==> config.mk <==
export PLATFORM = sky130hd
export DESIGN_NAME = sram_ctrl_flat
export DESIGN_NICKNAME = d
export VERILOG_FILES = /design/src/rtl/sram_ctrl_pkg.sv /design/src/rtl/sram_ctrl_if.sv /design/src/rtl/sram_ctrl.sv /design/src/flat_wrapper.sv
export SDC_FILE = /design/constraint.sdc
export NUM_CORES = 1
export LEC_CHECK = 0
export BUFFER_PORTS_ARGS = -buffer_cell sky130_fd_sc_hd__buf_4
export CAP_MARGIN = 15
export CORE_ASPECT_RATIO = 0.75
export CORE_MARGIN = 2
export CORE_UTILIZATION = 48
export CTS_CLUSTER_DIAMETER = 40
export DETAILED_ROUTE_END_ITERATION = 16
export PLACE_DENSITY = 0.76
export SYNTH_ARGS = -nofsm -noshare
export SYNTH_HDL_FRONTEND = slang
export SYNTH_SLANG_ARGS = --single-unit
==> constraint.sdc <==
create_clock -name clk -period 2.2 [get_ports clk]
set_input_delay 0.11 -clock clk [delete_from_list [all_inputs] [get_ports clk]]
set_output_delay 0.11 -clock clk [all_outputs]
set_load 0.02 [all_outputs]
==> src/rtl/sram_ctrl_pkg.sv <==
// Shared constants and helpers for the bus-to-async-SRAM bridge.
// Holds the state encodings, the half selects and the latched request layout.
package sram_ctrl_pkg;

    localparam logic [1:0] ST_IDLE   = 2'd0;
    localparam logic [1:0] ST_ADDR   = 2'd1;
    localparam logic [1:0] ST_STROBE = 2'd2;
    localparam logic [1:0] ST_HOLD   = 2'd3;

    localparam logic HALF_LO = 1'b0;
    localparam logic HALF_HI = 1'b1;

    localparam int WAIT_DEFAULT = 1;

    typedef struct packed {
        logic        we;
        logic [3:0]  wstrb;
        logic [31:0] wdata;
    } req_t;

    function automatic logic [1:0] strb_pair(input logic [3:0] wstrb, input logic half);
        return half ? wstrb[3:2] : wstrb[1:0];
    endfunction

    // Reads always touch both halves; writes skip a half with no enabled bytes.
    function automatic logic half_needed(input logic we, input logic [3:0] wstrb,
                                         input logic half);
        return !we || (strb_pair(wstrb, half) != 2'b00);
    endfunction

endpackage

==> src/rtl/sram_ctrl_if.sv <==
// Valid/ready request and completion bus between the core and the SRAM bridge.
interface sram_ctrl_if #(
    parameter int SRAM_AW = 18
);
    logic                 req_valid;
    logic                 req_ready;
    logic                 req_we;
    logic [SRAM_AW-2:0]   req_addr;
    logic [31:0]          req_wdata;
    logic [3:0]           req_wstrb;
    logic                 rsp_done;
    logic [31:0]          rsp_rdata;

    modport master (
        output req_valid, req_we, req_addr, req_wdata, req_wstrb,
        input  req_ready, rsp_done, rsp_rdata
    );

    modport slave (
        input  req_valid, req_we, req_addr, req_wdata, req_wstrb,
        output req_ready, rsp_done, rsp_rdata
    );
endinterface

==> src/rtl/sram_ctrl.sv <==
// Bridge from a 32-bit valid/ready bus to a 16-bit async SRAM, one or two
// timed half accesses per request, all pad controls driven from flops.
//
// state  | meaning
// IDLE   | ready for a request, SRAM deselected
// ADDR   | address/byte enables set up, ce_n low, strobes inactive
// STROBE | we_n low for writes, read data settling; WAIT+1 cycles
// HOLD   | strobes released, address/data held one cycle
module sram_ctrl
    import sram_ctrl_pkg::*;
#(
    parameter int SRAM_AW = 18,
    parameter int WAIT    = WAIT_DEFAULT
) (
    input  logic               clk,
    input  logic               rst_n,
    sram_ctrl_if.slave         bus,
    output logic [SRAM_AW-1:0] sram_addr,
    output logic               sram_ce_n,
    output logic               sram_oe_n,
    output logic               sram_we_n,
    output logic               sram_lb_n,
    output logic               sram_ub_n,
    output logic [15:0]        sram_dq_o,
    output logic               sram_dq_oe,
    input  logic [15:0]        sram_dq_i
);

    localparam logic [3:0] WAIT_CNT = 4'(WAIT);

    logic [1:0]         state_q, state_d;
    logic               half_q, half_d;
    logic [3:0]         cnt_q, cnt_d;
    req_t               req_q, req_d;
    logic [SRAM_AW-2:0] addr_q, addr_d;

    logic               ready_q, ready_d;
    logic               done_q, done_d;
    logic [31:0]        rdata_q, rdata_d;
    logic [SRAM_AW-1:0] sram_addr_q, sram_addr_d;
    logic               ce_n_q, ce_n_d;
    logic               oe_n_q, oe_n_d;
    logic               we_n_q, we_n_d;
    logic               lb_n_q, lb_n_d;
    logic               ub_n_q, ub_n_d;
    logic [15:0]        dq_o_q, dq_o_d;
    logic               dq_oe_q, dq_oe_d;

    logic               accept;
    logic               launch;
    logic               launch_half;
    logic [1:0]         pair;

    assign accept = bus.req_valid && ready_q;

    always_comb begin
        state_d     = state_q;
        half_d      = half_q;
        cnt_d       = cnt_q;
        req_d       = req_q;
        addr_d      = addr_q;
        ready_d     = ready_q;
        done_d      = 1'b0;
        rdata_d     = rdata_q;
        sram_addr_d = sram_addr_q;
        ce_n_d      = ce_n_q;
        oe_n_d      = oe_n_q;
        we_n_d      = we_n_q;
        lb_n_d      = lb_n_q;
        ub_n_d      = ub_n_q;
        dq_o_d      = dq_o_q;
        dq_oe_d     = dq_oe_q;
        launch      = 1'b0;
        launch_half = HALF_LO;
        pair        = 2'b00;

        case (state_q)
            ST_IDLE: begin
                if (accept) begin
                    req_d.we    = bus.req_we;
                    req_d.wstrb = bus.req_wstrb;
                    req_d.wdata = bus.req_wdata;
                    addr_d      = bus.req_addr;
                    if (bus.req_we && bus.req_wstrb == 4'b0000) begin
                        done_d = 1'b1;
                    end else begin
                        launch      = 1'b1;
                        launch_half = half_needed(bus.req_we, bus.req_wstrb, HALF_LO)
                                      ? HALF_LO : HALF_HI;
                    end
                end
            end
            ST_ADDR: begin
                state_d = ST_STROBE;
                cnt_d   = WAIT_CNT;
                we_n_d  = !req_q.we;
            end
            ST_STROBE: begin
                if (cnt_q == 4'd0) begin
                    state_d = ST_HOLD;
                    we_n_d  = 1'b1;
                    oe_n_d  = 1'b1;
                    if (!req_q.we) begin
                        if (half_q == HALF_HI) rdata_d[31:16] = sram_dq_i;
                        else                   rdata_d[15:0]  = sram_dq_i;
                    end
                end else begin
                    cnt_d = cnt_q - 4'd1;
                end
            end
            default: begin
                if (half_q == HALF_LO && half_needed(req_q.we, req_q.wstrb, HALF_HI)) begin
                    launch      = 1'b1;
                    launch_half = HALF_HI;
                end else begin
                    state_d = ST_IDLE;
                    ready_d = 1'b1;
                    done_d  = 1'b1;
                    ce_n_d  = 1'b1;
                    oe_n_d  = 1'b1;
                    we_n_d  = 1'b1;
                    lb_n_d  = 1'b1;
                    ub_n_d  = 1'b1;
                    dq_oe_d = 1'b0;
                end
            end
        endcase

        // Common ADDR-phase setup, shared by the first half and the hi half.
        if (launch) begin
            state_d     = ST_ADDR;
            half_d      = launch_half;
            ready_d     = 1'b0;
            sram_addr_d = {addr_d, launch_half};
            ce_n_d      = 1'b0;
            we_n_d      = 1'b1;
            if (req_d.we) begin
                pair    = strb_pair(req_d.wstrb, launch_half);
                lb_n_d  = !pair[0];
                ub_n_d  = !pair[1];
                oe_n_d  = 1'b1;
                dq_oe_d = 1'b1;
                dq_o_d  = launch_half ? req_d.wdata[31:16] : req_d.wdata[15:0];
            end else begin
                lb_n_d  = 1'b0;
                ub_n_d  = 1'b0;
                oe_n_d  = 1'b0;
                dq_oe_d = 1'b0;
            end
        end
    end

    always_ff @(posedge clk or negedge rst_n) begin
        if (!rst_n) begin
            state_q     <= ST_IDLE;
            half_q      <= HALF_LO;
            cnt_q       <= 4'd0;
            req_q       <= '0;
            addr_q      <= '0;
            ready_q     <= 1'b1;
            done_q      <= 1'b0;
            rdata_q     <= '0;
            sram_addr_q <= '0;
            ce_n_q      <= 1'b1;
            oe_n_q      <= 1'b1;
            we_n_q      <= 1'b1;
            lb_n_q      <= 1'b1;
            ub_n_q      <= 1'b1;
            dq_o_q      <= '0;
            dq_oe_q     <= 1'b0;
        end else begin
            state_q     <= state_d;
            half_q      <= half_d;
            cnt_q       <= cnt_d;
            req_q       <= req_d;
            addr_q      <= addr_d;
            ready_q     <= ready_d;
            done_q      <= done_d;
            rdata_q     <= rdata_d;
            sram_addr_q <= sram_addr_d;
            ce_n_q      <= ce_n_d;
            oe_n_q      <= oe_n_d;
            we_n_q      <= we_n_d;
            lb_n_q      <= lb_n_d;
            ub_n_q      <= ub_n_d;
            dq_o_q      <= dq_o_d;
            dq_oe_q     <= dq_oe_d;
        end
    end

    assign bus.req_ready = ready_q;
    assign bus.rsp_done  = done_q;
    assign bus.rsp_rdata = rdata_q;
    assign sram_addr     = sram_addr_q;
    assign sram_ce_n     = ce_n_q;
    assign sram_oe_n     = oe_n_q;
    assign sram_we_n     = we_n_q;
    assign sram_lb_n     = lb_n_q;
    assign sram_ub_n     = ub_n_q;
    assign sram_dq_o     = dq_o_q;
    assign sram_dq_oe    = dq_oe_q;

endmodule

==> src/flat_wrapper.sv <==
// flat-port wrapper written by rule: the top's interface ports become plain ports
module sram_ctrl_flat import sram_ctrl_pkg::*;
#(
    parameter int SRAM_AW = 18,
    parameter int WAIT    = WAIT_DEFAULT
)
  (clk, rst_n, sram_addr, sram_ce_n, sram_oe_n, sram_we_n, sram_lb_n, sram_ub_n, sram_dq_o, sram_dq_oe, sram_dq_i, bus_req_valid, bus_req_we, bus_req_addr, bus_req_wdata, bus_req_wstrb, bus_req_ready, bus_rsp_done, bus_rsp_rdata);
  sram_ctrl_if #(.SRAM_AW(SRAM_AW)) bus_i ();
  input  logic clk;
  input  logic rst_n;
  output logic [SRAM_AW-1:0] sram_addr;
  output logic sram_ce_n;
  output logic sram_oe_n;
  output logic sram_we_n;
  output logic sram_lb_n;
  output logic sram_ub_n;
  output logic [15:0] sram_dq_o;
  output logic sram_dq_oe;
  input  logic [15:0] sram_dq_i;
  input wire logic [$bits(bus_i.req_valid)-1:0] bus_req_valid;
  input wire logic [$bits(bus_i.req_we)-1:0] bus_req_we;
  input wire logic [$bits(bus_i.req_addr)-1:0] bus_req_addr;
  input wire logic [$bits(bus_i.req_wdata)-1:0] bus_req_wdata;
  input wire logic [$bits(bus_i.req_wstrb)-1:0] bus_req_wstrb;
  output wire logic [$bits(bus_i.req_ready)-1:0] bus_req_ready;
  output wire logic [$bits(bus_i.rsp_done)-1:0] bus_rsp_done;
  output wire logic [$bits(bus_i.rsp_rdata)-1:0] bus_rsp_rdata;
  assign bus_i.req_valid = bus_req_valid;
  assign bus_i.req_we = bus_req_we;
  assign bus_i.req_addr = bus_req_addr;
  assign bus_i.req_wdata = bus_req_wdata;
  assign bus_i.req_wstrb = bus_req_wstrb;
  assign bus_req_ready = bus_i.req_ready;
  assign bus_rsp_done = bus_i.rsp_done;
  assign bus_rsp_rdata = bus_i.rsp_rdata;
  sram_ctrl #(.SRAM_AW(SRAM_AW), .WAIT(WAIT)) u_core (.clk(clk), .rst_n(rst_n), .bus(bus_i), .sram_addr(sram_addr), .sram_ce_n(sram_ce_n), .sram_oe_n(sram_oe_n), .sram_we_n(sram_we_n), .sram_lb_n(sram_lb_n), .sram_ub_n(sram_ub_n), .sram_dq_o(sram_dq_o), .sram_dq_oe(sram_dq_oe), .sram_dq_i(sram_dq_i));
endmodule
==> summary.md, run 1 <==
| Metric | Value |
|---|---|
| Antenna violations before repair | 0 |
| Slowest stage delay, CP | 0.41 ns |
| Yosys reg bits | approximately 130 |
| Critical path endpoint category | flop |
| Global Route Usage Sum | around a quarter |
| Ys async rst share | 100% |
| Most frequent cells in the layout | 161 x buf_4, 128 x dfrtp_1, 127 x nand2_1 |
| Drt total wl | around 15,000 um |
| PD cells | 1430 nW/um2 |
| Setup slack after layout | 0.0653 ns |
| HP Class | in -> reg |
| Fin nets | about 810 |
| N_diodes | 0 |
| Via density | between 5 and 6 |
| Worst-path clk slew | roughly 0.060 ns |
| Register area share after synthesis | ~58% |
| Final-report max-slew violation count | 0 |
| Num CTS Buffers | 17 |
| Grt total ovfl | 0 |
| Outcome | complete, no violations |
| Initial DRC count | approximately 340 |
| Post-synth EDFFs | 0 |
| Fin area | around 8500 um2 |
| Root buffer cell | clkbuf_16 |
| Max Buffers Root-to-Sink | 2 |
| Remaining DRCs | 0 |
| Post-DP HPWL | 9560 um |
| Setup_tns | 0 ns |
| Die X-Extent | 130 um |
| Io pins | 147 |
| Static leakage | 4.10 nW |
| Initial core utilization | 49.3% |
| Bufs and invs on worst path | 2 |
| R2R Setup Slk | 0.07 ns |
| CP startpoint | u_core.state_q[0] |
| Worst rel slew slack | about three fifths |
| DIE AREA | between 10,000 and 15,000 um2 |
| Worst Hold Slack | slightly above 0.07 ns |
| CP startpoint kind | flop |
| Primary FF master, synth | dfrtp_1 |
| RR Endpoint | u_core.sram_addr[14] |
| Worst path cell trace | inv_1 > ha_1 > and3_4 > nand2_1 > o21ai_2 > buf_12 > mux2_2 |
| Syn_nets | slightly below 600 |
| Synthesized area | about 5700 um2 |
| Core area | around 12,000 um2 |
| Placed Area | between 7000 and 8000 um2 |
| Worst EP arrival | 2.43 ns |
| Critical path's slowest cell | dfrtp_1 |
| Yosys Warn Count | 0 |
| Minimum clock period after layout | 2.13 ns |
| Final setup viols | 0 |
| Row count | 34 |
| Worst Skew | between 0.008 and 0.009 ns |
| Post-Syn Area per Cell | 11.5 um2 |
| Slew at the pin closest to its max-slew limit | ~0.61 ns |
| Worst-Skew Late Latency | around 0.42 ns |
| Crit share post-route | a little over nine tenths |
| First-pass GRT wire length | around 24,000 um |
| Pin count of the biggest net entering global routing | 64 |
| Delay-heaviest family, CP | flip-flops |
| Die height | just under 100 um |
| Crit path required time | ~2.5 ns |
| Commonest non-fill, non-tap cell in the layout | buf_4 |
| IO buf count | 146 |
| First-pass detailed-route iteration total | 5 |
| TritonCTS clock tree | done |
| Synth-to-layout area growth | 47.5% |
| Vias in the first global route | 4,916 |
| ANT nets after route | 0 |
| # fillers | 787 |
| Final Hold Viols | 0 |
| Hold worst-path end | u_core.req_q[36] |
| Total power | 0.0121 W |
| Critical path type | reg -> reg |
| Sinks on Clock Net | between 100 and 150 |
| Pre-CTS WS | 0.0596 ns |
| Vias | ~4,700 |
| Fmax | between 0.4 and 0.5 GHz |
| Worst hold path depth | 3 |
| RSZ-0062 raised after global routing | no |
| R2r worst-path depth | 7 |
| Peak supply drop | between 0.7 and 0.8 mV |
| WL per Instance | between 15 and 20 um |
| Min-delay src | bus_req_we |
| CP max FO | 24 |
| Placer Congestion | slightly above 0.9 |
| Layout cell share with drive strength beyond 1 | 39.2% |
| Synth Instances | 500 |
| Post-synth cell types | 45 |
| Max Cap Viol | 0 |
| H-tree Lvls | 4 |
| Reg-to-reg startpoint | u_core.state_q[0] |
-- through the flow --
stage	util, %	std cells
CTS	72.4	902
finish	72.7	904
global route	72.7	904
floorplan	-	500
detailed placement	61.4	800
global placement	61.4	800
-- what timing repair did --
action                                  in CTS  in global routing
endpoints found under the setup margin       0                 44
buffers inserted                             0                  1
hold buffers                                70                  0
gates resized for setup                      0                  2
hold endpoints to repair                   122                  0
-- worst reg2reg max path: stages (launching register included) --
cell and delay (ns):
dfrtp_1 0.41, inv_1 0.16, ha_1 0.23, and3_4 0.25
nand2_1 0.14, o21ai_2 0.25, buf_12 0.21, mux2_2 0.37
-- layer usage --
layer / up-vias / wire [um] / GRT usage (%)
li1: 2159 / - / -
met1: 2351 / 6560 / 30.6
met2: 157 / 7790 / 41.0
met3: 24 / 793 / 6.24
met4: 0 / 268 / 9.74
met5: - / 0 / 0
-- area by class of cell --
class	instances	area (um2)	area share, %
inverter	11	41.3	0.487
clock inverter	10	133	1.56
clock buffer	22	454	5.36
timing repair buffer	238	2050	24.2
multi-input combinational	328	2260	26.6
tap	162	203	2.39
sequential	133	3330	39.3
-- registers in the layout (all words and copies together), names as in the netlist --
signal	count
u_core.bus.rsp_done	1
u_core.sram_dq_oe	1
u_core.cnt_q	4
u_core.state_q	2
u_core.bus.rsp_rdata	32
u_core.addr_q	17
u_core.sram_we_n	1
u_core.sram_ub_n	1
u_core.sram_lb_n	1
u_core.sram_oe_n	1
u_core.sram_dq_o	16
u_core.req_q	37
u_core.bus.req_ready	1
u_core.sram_addr	18
-- how the worst max path moves through the flow --
stage | to | slack [ns] | cells past startpoint
6_report | u_core.sram_addr[14] | 0.07 | 7
5_1_grt | u_core.sram_we_n | 0.02 | 7
4_1_cts | u_core.sram_addr[14] | 0.05 | 7
3_5_place_dp | u_core.sram_addr[14] | 0.06 | 7
3_3_place_gp | u_core.bus.rsp_rdata[17] | 0.16 | 6
2_1_floorplan | u_core.bus.rsp_rdata[10] | 0.05 | 6
-- power by group --
group / total [W] / switching [W] / internal (W) / leakage (nW)
registers: 0.00422 / 0.000608 / 0.00361 / 1.64
logic: 0.00508 / 0.00268 / 0.00241 / 2.18
clock network: 0.00282 / 0.00102 / 0.00180 / 0.280
total: 0.0121 / 0.00431 / 0.00782 / 4.10
-- cells in the mapped netlist (all sizes together) (2+ instances only) --
master,number,area [um2]
a211oi,2,15.0
a21oi,33,165
a221oi,2,17.5
buf,16,95.1
clkbuf,12,45.0
dfrtp,128,3200
dfstp,5,131
ha,7,87.6
inv,11,41.3
mux2,78,890
mux2i,8,80.1
nand2,127,477
nand2b,14,87.6
nand3,4,32.5
nor2,11,41.3
nor2b,2,12.5
nor3,2,26.3
nor4,2,18.8
o21ai,3,15.0
o22ai,16,114
or3b,3,31.3
-- cells by family after synthesis --
kind of cell	share of synthesized area, %
simple gates	13.0
buf+inv	3.16
xor+xnor	0.305
fa+ha+maj	1.52
mux	16.9
flops	58.0
compound gates	7.14
Power figures use the tool's default switching activity.
==> run 2, diff against run 1 <==
Settings changed: REMOVE_ABC_BUFFERS set to 1.
==> summary.md, run 2 (synthesis results as in run 1) <==
| Metric | Value |
|---|---|
| H-tree Lvls | 4 (unchanged) |
| Vias | 4,554 (was 4,691) |
| First-pass GRT wire length | 24,300 um (about the same) |
| Outcome | complete, no violations (unchanged) |
| Layout cell share with drive strength beyond 1 | 39.6% (was 39.2%) |
| Slew at the pin closest to its max-slew limit | 0.658 ns (was 0.607 ns) |
| Num CTS Buffers | 17 (unchanged) |
| Drt total wl | 15,000 um (was 15,400 um) |
| Critical path's slowest cell | or4_1 (was dfrtp_1) |
| Root buffer cell | clkbuf_16 (unchanged) |
| Die height | 98.8 um (unchanged) |
| Worst Hold Slack | 0.0411 ns (was 0.0709 ns) |
| Critical path type | reg -> reg (unchanged) |
| Global Route Usage Sum | 24.4% (was 24.5%) |
| Die X-Extent | 130 um (unchanged) |
| Post-DP HPWL | 9780 um (was 9560 um) |
| Worst-path clk slew | 0.06 ns (about the same) |
| IO buf count | 146 (unchanged) |
| Slowest stage delay, CP | 0.45 ns (was 0.41 ns) |
| Multi-input logic area | 2260 um2 (unchanged) |
| HP Class | in -> reg (unchanged) |
| Non-filler cells, final | 902 (was 904) |
| M2 GR Usage | 38.7% (was 41.0%) |
| Grt total ovfl | 0 (unchanged) |
| Bufs and invs on worst path | 2 (unchanged) |
| Post-CTS Setup Inserts | 0 (unchanged) |
| Worst Skew | 0.0102 ns (was 0.00821 ns) |
| Worst rel slew slack | 56.2% (was 59.6%) |
| Worst EP arrival | 2.42 ns (was 2.43 ns) |
| Peak supply drop | 0.798 mV (was 0.713 mV) |
| Antenna violations before repair | 0 (unchanged) |
| Fmax | 0.471 GHz (was 0.468 GHz) |
| Placed Area | 7130 um2 (was 7150 um2) |
| PD cells | 1440 nW/um2 (was 1430 nW/um2) |
| TritonCTS clock tree | done (unchanged) |
| Row count | 34 (unchanged) |
| Gr busiest metal | met2 (unchanged) |
| DIE AREA | 12,900 um2 (unchanged) |
| Sequential standard cell area | 3330 um2 (unchanged) |
| Remaining DRCs | 0 (unchanged) |
| WL per Instance | 16.7 um (was 17.0 um) |
| CP max FO | 16 (was 24) |
| ANT nets after route | 0 (unchanged) |
| Crit share post-route | 96.5% (was 97.0%) |
| RSZ-0062 raised after global routing | yes (was no) |
| CP startpoint kind | flop (unchanged) |
| Pin count of the biggest net entering global routing | 72 (was 64) |
| Delay-heaviest family, CP | simple AND/OR/NAND/NOR gates (was flip-flops) |
| Fin area | 8480 um2 (unchanged) |
| Final Hold Viols | 0 (unchanged) |
| Sinks on Clock Net | 133 (unchanged) |
| Static leakage | 4.11 nW (was 4.10 nW) |
| Total power | 0.0122 W (was 0.0121 W) |
| N_diodes | 0 (unchanged) |
| Initial DRC count | 193 (was 342) |
| Minimum clock period after layout | 2.12 ns (was 2.13 ns) |
| Via density | 5.05 (was 5.19) |
| Placer Congestion | 0.851 (was 0.924) |
| Placed Instances | 800 (unchanged) |
| Crit path required time | 2.49 ns (about the same) |
| GR met3 Demand/Resource | 5.97% (was 6.24%) |
| Io pins | 147 (unchanged) |
| Max Buffers Root-to-Sink | 2 (unchanged) |
| Max Cap Viol | 0 (unchanged) |
| Final setup viols | 0 (unchanged) |
| First-pass detailed-route iteration total | 5 (unchanged) |
| Met1 Use GR | 33.1% (was 30.6%) |
| Fin nets | 807 (was 809) |
| Commonest non-fill, non-tap cell in the layout | buf_4 (unchanged) |
| # fillers | 801 (was 787) |
| Synth-to-layout area growth | 47.5% (unchanged) |
| Worst path cell trace | inv_1 > ha_1 > or3b_4 > or4_1 > buf_6 > mux2_2 (was inv_1 > ha_1 > and3_4 > nand2_1 > o21ai_2 > buf_12 > mux2_2) |
| Most frequent cells in the layout | 159 x buf_4, 128 x dfrtp_1, 127 x nand2_1 (was 161 x buf_4, 128 x dfrtp_1, 127 x nand2_1) |
| Vias in the first global route | 4,755 (was 4,916) |
| Setup_tns | 0 ns (unchanged) |
| Core area | 11,700 um2 (unchanged) |
| Final-report max-slew violation count | 0 (unchanged) |
| Worst-Skew Late Latency | 0.42 ns (about the same) |
| Max reg flops | 37 (unchanged) |
| Top reg by flops | u_core.req_q (unchanged) |
| Initial core utilization | 49.3% (unchanged) |
| Critical path endpoint category | flop (unchanged) |
run 2: what timing repair did:
action | CTS | global route
gates resized for setup | 0 | 4
endpoints found under the hold margin | 149 | 0
setup endpoints to repair | 0 | 9
hold buffers | 70 | 0
run 2: layer usage:
layer	share of wire, %	routed length, um
met1	44	6560
met2	49	7320
met3	6.0	898
met4	1.7	257
met5	0	0
run 2: power by group:
part,internal [W],switching [W]
Combinational,0.00236,0.00263
Clock,0.00196,0.00107
Sequential,0.00361,0.000587
Total,0.00793,0.00429
run 2: cell type report:
type                       instances  area share [%]
sequential                       133            39.3
multi-input combinational        328            26.6
timing repair buffer             236            23.7
clock buffer                      20            5.39
tap                              162            2.39
clock inverter                    12            2.08
inverter                          11           0.487
run 2: stage by stage:
step | setup slack, ns | utilization (%)
floorplan | -1.68 | -
global placement | 0.146 | 61.2
detailed placement | 0.0926 | 61.2
CTS | 0.0655 | 72.6
global route | -0.0143 | 72.7
finish | 0.0768 | 72.7
run 2: worst reg2reg max path: cells and delay by family, from the launching register on:
| kind | cells | cell delay [ns] |
|---|---|---|
| and+or+nand+nor | 2 | 0.86 |
| adders and majority gates | 1 | 0.13 |
| muxes | 1 | 0.31 |
| buffers and inverters | 2 | 0.29 |
| DFF | 1 | 0.41 |
run 2: worst paths after layout:
check	endpoint	slack [ns]	startpoint	depth (start not counted)
max	u_core.bus.rsp_rdata[31]	0.08	u_core.cnt_q[0]	6
min	u_core.req_q[36]	0.04	bus_req_we	3
max reg2reg	u_core.bus.rsp_rdata[31]	0.08	u_core.cnt_q[0]	6
min reg2reg	u_core.sram_oe_n	0.46	u_core.sram_oe_n	2
max in group asynchronous	u_core.sram_addr[3]	1.16	rst_n	3
min in group asynchronous	u_core.bus.rsp_rdata[3]	0.27	rst_n	2
